<file path="config.mk">
export PLATFORM = sky130hd
export DESIGN_NAME = hazard_ctrl
export DESIGN_NICKNAME = d
export VERILOG_FILES = /design/src/rtl/hazard_ctrl.sv
export SDC_FILE = /design/constraint.sdc
export NUM_CORES = 1
export LEC_CHECK = 0
export CORE_ASPECT_RATIO = 2
export CORE_MARGIN = 3
export CORE_UTILIZATION = 31
export CTS_CLUSTER_SIZE = 30
export DETAILED_ROUTE_END_ITERATION = 10
export PLACE_DENSITY = 0.84
export SLEW_MARGIN = 10
export SYNTH_ARGS = -nofsm -noshare
export SYNTH_HDL_FRONTEND = slang
export SYNTH_SLANG_ARGS = --single-unit
</file>
<file path="constraint.sdc">
create_clock -name clk_i -period 1.9 [get_ports clk_i]
set_input_delay 0.38 -clock clk_i [delete_from_list [all_inputs] [get_ports clk_i]]
set_output_delay 0.38 -clock clk_i [all_outputs]
set_load 0.02 [all_outputs]
</file>
<file path="src/rtl/hazard_ctrl.sv">
// Stall/flush controller for the 5-stage pipeline: load-use, data-memory wait, taken-branch flush.
// Optional per-cycle stall/flush statistics are enabled with `define HAZARD_STATS_EN.
module hazard_ctrl #(
    parameter int unsigned MEM_LAT = 3,
    parameter int unsigned REG_W   = 5
) (
    input  logic             clk_i,
    input  logic             rst_i,
    input  logic             start_i,
    input  logic             idex_memread_i,
    input  logic [REG_W-1:0] idex_rt_i,
    input  logic [REG_W-1:0] ifid_rs_i,
    input  logic [REG_W-1:0] ifid_rt_i,
    input  logic             exmem_memacc_i,
    input  logic             branch_taken_i,
    output logic             hd_o,
    output logic             ifid_hold_o,
    output logic             idex_bubble_o,
    output logic             pipe_freeze_o,
    output logic             ifid_flush_o,
    output logic [31:0]      stall_cycles_o,
    output logic [31:0]      flush_count_o
);

    localparam int unsigned CNT_W  = 4;
    localparam int unsigned STAT_W = 32;
    localparam bit          MEM_EN = (MEM_LAT != 0);
    localparam bit          LAT_1  = (MEM_LAT == 1);
    localparam logic [CNT_W-1:0] CNT_INIT = CNT_W'((MEM_LAT > 1) ? (MEM_LAT - 1) : 0);

    typedef enum logic [1:0] {
        ST_IDLE     = 2'd0,
        ST_MEM_WAIT = 2'd1,
        ST_MASK     = 2'd2
    } state_e;

    state_e             state_q, state_d;
    logic [CNT_W-1:0]   cnt_q, cnt_d;
    logic               armed_q, armed_d;

    logic active;
    logic luse;
    logic mreq;
    logic mem_stall;

    // Hazard inputs only matter once the CPU has been started and reset is released.
    assign active = rst_i & armed_q;
    assign luse   = idex_memread_i & (idex_rt_i != '0) &
                    ((idex_rt_i == ifid_rs_i) | (idex_rt_i == ifid_rt_i));
    assign mreq      = active & exmem_memacc_i & MEM_EN & (state_q == ST_IDLE);
    assign mem_stall = mreq | (active & (state_q == ST_MEM_WAIT));

    always_ff @(posedge clk_i) begin
        if (!rst_i) begin
            state_q <= ST_IDLE;
            cnt_q   <= '0;
            armed_q <= 1'b0;
        end else begin
            state_q <= state_d;
            cnt_q   <= cnt_d;
            armed_q <= armed_d;
        end
    end

    always_comb begin
        state_d       = state_q;
        cnt_d         = cnt_q;
        armed_d       = armed_q | start_i;
        hd_o          = 1'b0;
        ifid_hold_o   = 1'b0;
        idex_bubble_o = 1'b0;
        pipe_freeze_o = 1'b0;
        ifid_flush_o  = 1'b0;

        case (state_q)
            ST_IDLE: begin
                if (mreq) begin
                    if (LAT_1) begin
                        state_d = ST_MASK;
                    end else begin
                        state_d = ST_MEM_WAIT;
                        cnt_d   = CNT_INIT;
                    end
                end
            end
            ST_MEM_WAIT: begin
                cnt_d = cnt_q - CNT_W'(1);
                if (cnt_q == CNT_W'(1)) begin
                    state_d = ST_MASK;
                end
            end
            ST_MASK: begin
                // The stalled access completes here; a new access waits one cycle.
                state_d = ST_IDLE;
            end
            default: begin
                state_d = ST_IDLE;
                cnt_d   = '0;
            end
        endcase

        // Fixed priority: memory wait, then load-use, then taken branch.
        if (mem_stall) begin
            hd_o          = 1'b1;
            ifid_hold_o   = 1'b1;
            pipe_freeze_o = 1'b1;
        end else if (active && luse) begin
            hd_o          = 1'b1;
            ifid_hold_o   = 1'b1;
            idex_bubble_o = 1'b1;
        end else if (active && branch_taken_i) begin
            ifid_flush_o  = 1'b1;
        end
    end

`ifdef HAZARD_STATS_EN
    logic [STAT_W-1:0] stall_q, stall_d;
    logic [STAT_W-1:0] flush_q, flush_d;

    // Saturating event counters.
    always_comb begin
        stall_d = stall_q;
        flush_d = flush_q;
        if (hd_o && (stall_q != '1)) begin
            stall_d = stall_q + STAT_W'(1);
        end
        if (ifid_flush_o && (flush_q != '1)) begin
            flush_d = flush_q + STAT_W'(1);
        end
    end

    always_ff @(posedge clk_i) begin
        if (!rst_i) begin
            stall_q <= '0;
            flush_q <= '0;
        end else begin
            stall_q <= stall_d;
            flush_q <= flush_d;
        end
    end

    assign stall_cycles_o = stall_q;
    assign flush_count_o  = flush_q;
`else
    assign stall_cycles_o = '0;
    assign flush_count_o  = '0;
`endif

endmodule

</file>
==> results of run 1 <==
[metal layers]
metal  global-route usage [%]  routed length, um
met1                     6.69                474
met2                     23.4               1260
met3                     4.41                455
met4                     5.44                 40
met5                        0                  0
[through the flow]
stage,hold WS [ns],total power [mW]
after floorplan,0.423,0.444
after global placement,0.439,0.428
after detailed placement,0.461,0.433
after CTS,0.466,0.649
after global routing,0.516,0.687
final,0.465,0.648
[timing repair]
action | CTS | global route
pin swaps | 15 | 8
endpoints found under the hold margin | 0 | 0
resized for setup | 61 | 6
setup endpoints to repair | 5 | 5
buffers inserted | 1 | 0
[flip-flops by register name (all words and copies together) (netlist names)]
signal,cells
armed_q,1
cnt_q,4
state_q,2
[critical path: cells and delay by family]
family / cells / cell delay (ns)
AND/OR/NAND/NOR: 1 / 0.54
AO/OA/AOI/OAI: 2 / 0.42
buffers and inverters: 2 / 0.20
[path summary, 6_finish.rpt]
check	startpoint	endpoint	slack (ns)
worst min-delay path	cnt_q[3]$_SDFFE_PN0P_	cnt_q[3]$_SDFFE_PN0P_	0.46
worst max register to register	armed_q$_SDFF_PN0_	cnt_q[2]$_SDFFE_PN0P_	0.71
worst min register to register	cnt_q[3]$_SDFFE_PN0P_	cnt_q[3]$_SDFFE_PN0P_	0.46
worst max-delay path	idex_rt_i[1]	ifid_flush_o	-0.02
[synthesized netlist by cell type]
cell and number:
nand2_1 4, a22oi_1 2, conb_1 1, inv_1 3
nand2b_1 1, o21a_1 2, o2111a_1 1, ha_1 2
nor2b_1 3, or3_1 1, dfxtp_1 7, o21ai_0 2
o2111ai_2 1, a21oi_1 5, a41oi_1 1, or4_4 1
xor2_1 11, nand3_1 1, buf_4 65, nor2_1 8
nor3_1 3, nor3b_1 1, clkbuf_1 1, o21bai_1 1
[layout make-up]
| class | count | area, um^2 |
|---|---|---|
| Multi-Input combinational cell | 115 | 628 |
| Sequential cell | 7 | 140 |
| Fill cell | 313 | 1830 |
| Tap cell | 30 | 37.5 |
| Timing Repair Buffer | 37 | 319 |
| Clock buffer | 4 | 45.0 |
| Inverter | 3 | 11.3 |
[cell families after synthesis]
logic type | after synthesis | synth area share, %
AO/OA/AOI/OAI | 15 | 10.9
XOR/XNOR | 11 | 9.72
adder cells (fa/ha/maj) | 2 | 2.52
buffers and inverters | 69 | 50.8
flip-flops | 7 | 14.1
other | 1 | 0.378
AND/OR/NAND/NOR | 23 | 11.6
[report_power, final]
group | switching [mW] | internal, mW | total, mW
clock | 0.0652 | 0.145 | 0.210
combinational | 0.186 | 0.0848 | 0.271
sequential | 0.00915 | 0.158 | 0.167
==> flow_metrics.env, run 1 <==
export IMPL_coreArea_mm2=0.00301
export IMPL_grt_ovfl_total=0
export IMPL_yosys_top_cells_area="buf_4 49%, dfxtp_1 14%, xor2_1 9.7%"
export IMPL_max_freq_ghz=0.520
export IMPL_p_leak_nw=0.609
export IMPL_final_area_mm2=0.00118
export IMPL_critPathMaxStageDelay_ns=0.54
export IMPL_synth_area_um2=991
export IMPL_hold_viol_final=0
export IMPL_path_cells="buf_6 > or4_4 > o2111ai_4 > o21a_1 > buf_6"
export IMPL_dp_slack_ns=-0.822
export IMPL_grt_pass1_vias=718
export IMPL_synth_top_area_share_pct=49.2
export IMPL_yosys_warnings=0
export IMPL_fin_crit_sh_pct=101
export IMPL_routed_wl_mm=2.23
export IMPL_initial_core_util_pct=32.9
export IMPL_synth_cell_types=24
export IMPL_yosysSeqAreaShare_pct=14.1
export IMPL_ir_drop_v=0.000270
export IMPL_drv_cap=0
export IMPL_remaining_drc_errors=0
export IMPL_ys_ff_latch=7
export IMPL_dp_cells=191
export IMPL_setup_violations=1
export IMPL_clock_sinks=7
export IMPL_cp_end_kind="output pin"
export IMPL_avgSynthCellArea_um2=7.74
export IMPL_firstDrtPassIters=3
export IMPL_place_area_mm2=0.00111
export IMPL_viasPerCell=3.97
export IMPL_status="complete, but fails checks"
export IMPL_die_h_um=86.0
export IMPL_finalClockSkew_ns=0.00108
export IMPL_grt_pass1_wl_mm=3.12
export IMPL_arrival_ns=1.54
export IMPL_setup_tns_final_ns=-0.0231
export IMPL_cts_tree="built"
export IMPL_wl_per_cell_um=11.4
export IMPL_yosys_area_top_type="buf_4"
export IMPL_utilization_pct=39.2
export IMPL_fp_row_count=28
export IMPL_place_hpwl_mm=1.85
export IMPL_layout_drive_gt1_share_pct=19.3
export IMPL_clock_latency_ns=0.23
export IMPL_fin_crit_ns=1.92
export IMPL_failed_checks="setup timing"
export IMPL_cp_start_kind="input pin"
export IMPL_drt_iter0_drc=8
export IMPL_rsz0062_at_grt="true"
export IMPL_dieArea_mm2=0.00395
export IMPL_area_delta_synth_final_pct=19.2
export IMPL_cp_common_cell="buf_6"
export IMPL_numPortBuffers=25
export IMPL_holdBufCountCts=0
export IMPL_layout_cells_non_filler=196
export IMPL_cts_root_buf="clkbuf_8"
export IMPL_antenna_cells=0
export IMPL_synth_cells=128
export IMPL_min_path_cells=1
export IMPL_slew_viol_final=0
export IMPL_grt_max_degree=9
export IMPL_ant_nets=0
export IMPL_antenna_found_initial=0
export IMPL_htree_num_levels=1
export IMPL_clockBufferDepth=2
export IMPL_power_density_mw_per_mm2=549
export IMPL_ios=90
export IMPL_clk_pin_slew_ns=0.04
export IMPL_nets=190
export IMPL_slowest_stage="or4_4"
export IMPL_setup_slack_ns=-0.0231
export IMPL_critPathMaxFanout=3
export IMPL_grt_usage_pct=11.2
export IMPL_crit_type="in -> out"
export IMPL_routed_via_count=778
export IMPL_min_delay_path_class="reg -> reg"
export IMPL_reg2regPathDepth=4
export IMPL_critical_path_required_ns=1.52
export IMPL_final_cell_mix="64 x conb_1, 13 x buf_4, 11 x xor2_1, 8 x nor2_1, 8 x dlygate4sd2_1"
export IMPL_place_gp_congestion=0.674
export IMPL_die_w_um=46.0
export IMPL_layout_commonest_cell="conb_1"
export IMPL_numCtsBuffers=3
(Power assumes the default switching activity.)
==> inputs of run 2 (changes only) <==
- CTS_CLUSTER_DIAMETER: not set -> 80
==> results of run 2 <==
Final layout, timing and power as in run 1 (identical DEF).
==> inputs of run 3 (changes only) <==
- CORE_ASPECT_RATIO: 2 -> 0.75
- HOLD_SLACK_MARGIN: not set -> 0.1
==> run 3 against run 2 <==
Effect of this change: the run now ends clean; critical path depth unchanged; flip-flop and latch count unchanged; global-route usage down 2.8 points; via count down 11%; sequential share of layout area up 0.40 points; setup slack better by 0.032 ns; design area down 3.3%; combinational power down 6%; critical endpoint unchanged.
==> flow_metrics.env, run 3 (synthesis results as in run 1) <==
export IMPL_status="completed"
export IMPL_drt_iter0_drc=12
export IMPL_layout_drive_gt1_share_pct=15.4
export IMPL_critPathMaxStageDelay_ns=0.54
export IMPL_grt_usage_pct=8.37
export IMPL_drv_cap=0
export IMPL_worst_path_buf_inv=2
export IMPL_nets=186
export IMPL_cp_start_kind="input pin"
export IMPL_antenna_cells=0
export IMPL_routed_via_count=689
export IMPL_clock_latency_ns=0.22
export IMPL_post_cts_buffers=0
export IMPL_ant_nets=0
export IMPL_viasPerCell=3.45
export IMPL_numCtsBuffers=3
export IMPL_layout_cells_non_filler=200
export IMPL_place_hpwl_mm=1.65
export IMPL_grt_ovfl_total=0
export IMPL_fin_crit_ns=1.89
export IMPL_fp_row_count=17
export IMPL_finalClockSkew_ns=0.000375
export IMPL_rsz0062_at_grt="true"
export IMPL_ios=90
export IMPL_die_w_um=71.3
export IMPL_power_density_mw_per_mm2=546
export IMPL_grt_max_degree=8
export IMPL_coreArea_mm2=0.00300
export IMPL_critPathMaxFanout=3
export IMPL_htree_num_levels=1
export IMPL_firstDrtPassIters=3
export IMPL_p_seq_share_pct=27.0
export IMPL_numPortBuffers=25
export IMPL_arrival_ns=1.51
export IMPL_wl_per_cell_um=9.04
export IMPL_power_total_uw=623
export IMPL_largest_register_ffs=4
export IMPL_grt_pass1_vias=555
export IMPL_nFillCells=317
export IMPL_path_cells="buf_6 > or4_4 > o2111ai_4 > o21a_1 > buf_6"
export IMPL_routed_wl_mm=1.81
export IMPL_p_leak_nw=0.588
export IMPL_ir_drop_v=0.000217
export IMPL_final_area_mm2=0.00114
export IMPL_final_cell_mix="64 x conb_1, 11 x dlygate4sd2_1, 10 x xor2_1, 10 x buf_4, 8 x nor2_1"
export IMPL_place_gp_congestion=0.812
export IMPL_dp_cells=196
export IMPL_area_delta_synth_final_pct=15.3
export IMPL_crit_type="in -> out"
export IMPL_ff_latch_area_um2=140
export IMPL_switching_share_pct=39.2
export IMPL_cp_end_kind="output pin"
export IMPL_reg_largest_list="cnt_q (4), state_q (2), armed_q (1)"
export IMPL_cts_tree="built"
export IMPL_slowest_stage="or4_4"
export IMPL_clock_sinks=7
export IMPL_min_delay_path_class="reg -> reg"
export IMPL_clk_pin_slew_ns=0.04
export IMPL_setup_violations=0
export IMPL_hold_viol_final=0
export IMPL_fin_crit_sh_pct=99.5
export IMPL_slew_viol_final=0
export IMPL_dieArea_mm2=0.00392
export IMPL_multi_input_area_um2=618
export IMPL_largest_register="cnt_q"
export IMPL_holdBufCountCts=0
export IMPL_holdWs_ns=0.477
export IMPL_grt_pass1_wl_mm=2.52
export IMPL_power_switching_uw=244
export IMPL_layout_commonest_cell="conb_1"
export IMPL_cts_root_buf="clkbuf_8"
export IMPL_max_freq_ghz=0.529
export IMPL_utilization_pct=38.1
export IMPL_die_h_um=55.0
export IMPL_crit_family="simple AND/OR/NAND/NOR gates"
export IMPL_cp_common_cell="buf_6"
export IMPL_pwr_share_clk_pct=32.3
export IMPL_clockBufferDepth=2
export IMPL_initial_core_util_pct=33.0
export IMPL_remaining_drc_errors=0
export IMPL_antenna_found_initial=0
export IMPL_place_area_mm2=0.00109
export IMPL_intPower_uw=379
export IMPL_pwr_share_comb_pct=40.7
export IMPL_critical_path_required_ns=1.52
==> run 3: layout make-up <==
cell class / count / area share [%]
clock buffer: 4 / 3.94
timing repair buffer: 33 / 24.5
sequential: 7 / 12.3
tap: 38 / 4.16
multi-input combinational: 115 / 54.1
inverter: 3 / 0.986
==> run 3: what timing repair did <==
item | in CTS | in global routing
pin swaps | 15 | 6
gates resized for setup | 56 | 3
endpoints found under the setup margin | 5 | 4
==> run 3: path summary, 6_finish.rpt <==
path | start | endpoint | slack (ns) | depth (start not counted)
hold / removal | cnt_q[3]$_SDFFE_PN0P_ | cnt_q[3]$_SDFFE_PN0P_ | 0.48 | 1
setup / recovery | idex_rt_i[2] | ifid_flush_o | 0.009 | 5
setup reg to reg | armed_q$_SDFF_PN0_ | cnt_q[2]$_SDFFE_PN0P_ | 0.74 | 3
hold reg to reg | cnt_q[3]$_SDFFE_PN0P_ | cnt_q[3]$_SDFFE_PN0P_ | 0.48 | 1
==> run 3: per-layer routing <==
metal	GRT usage, %	vias to the layer above	routed length [um]
li1	-	351	-
met1	8.71	303	642
met2	16.3	33	1000
met3	2.71	2	140
met4	2.81	0	21
met5	0	-	0
==> run 3: power groups by stage <==
stage	clock network (mW)	logic, mW	registers [mW]
floorplan	0	0.276	0.168
global placement	0	0.251	0.169
detailed placement	0	0.254	0.170
CTS	0.207	0.248	0.168
global route	0.221	0.278	0.169
finish	0.201	0.254	0.168
==> run 3: per-stage QoR <==
stage	TNS, ns	setup slack [ns]
2_1_floorplan	0	0.00901
3_3_place_gp	-3.43	-0.793
3_5_place_dp	-3.58	-0.828
4_1_cts	-0.0349	-0.0120
5_1_grt	-0.108	-0.0405
6_report	0	0.00860
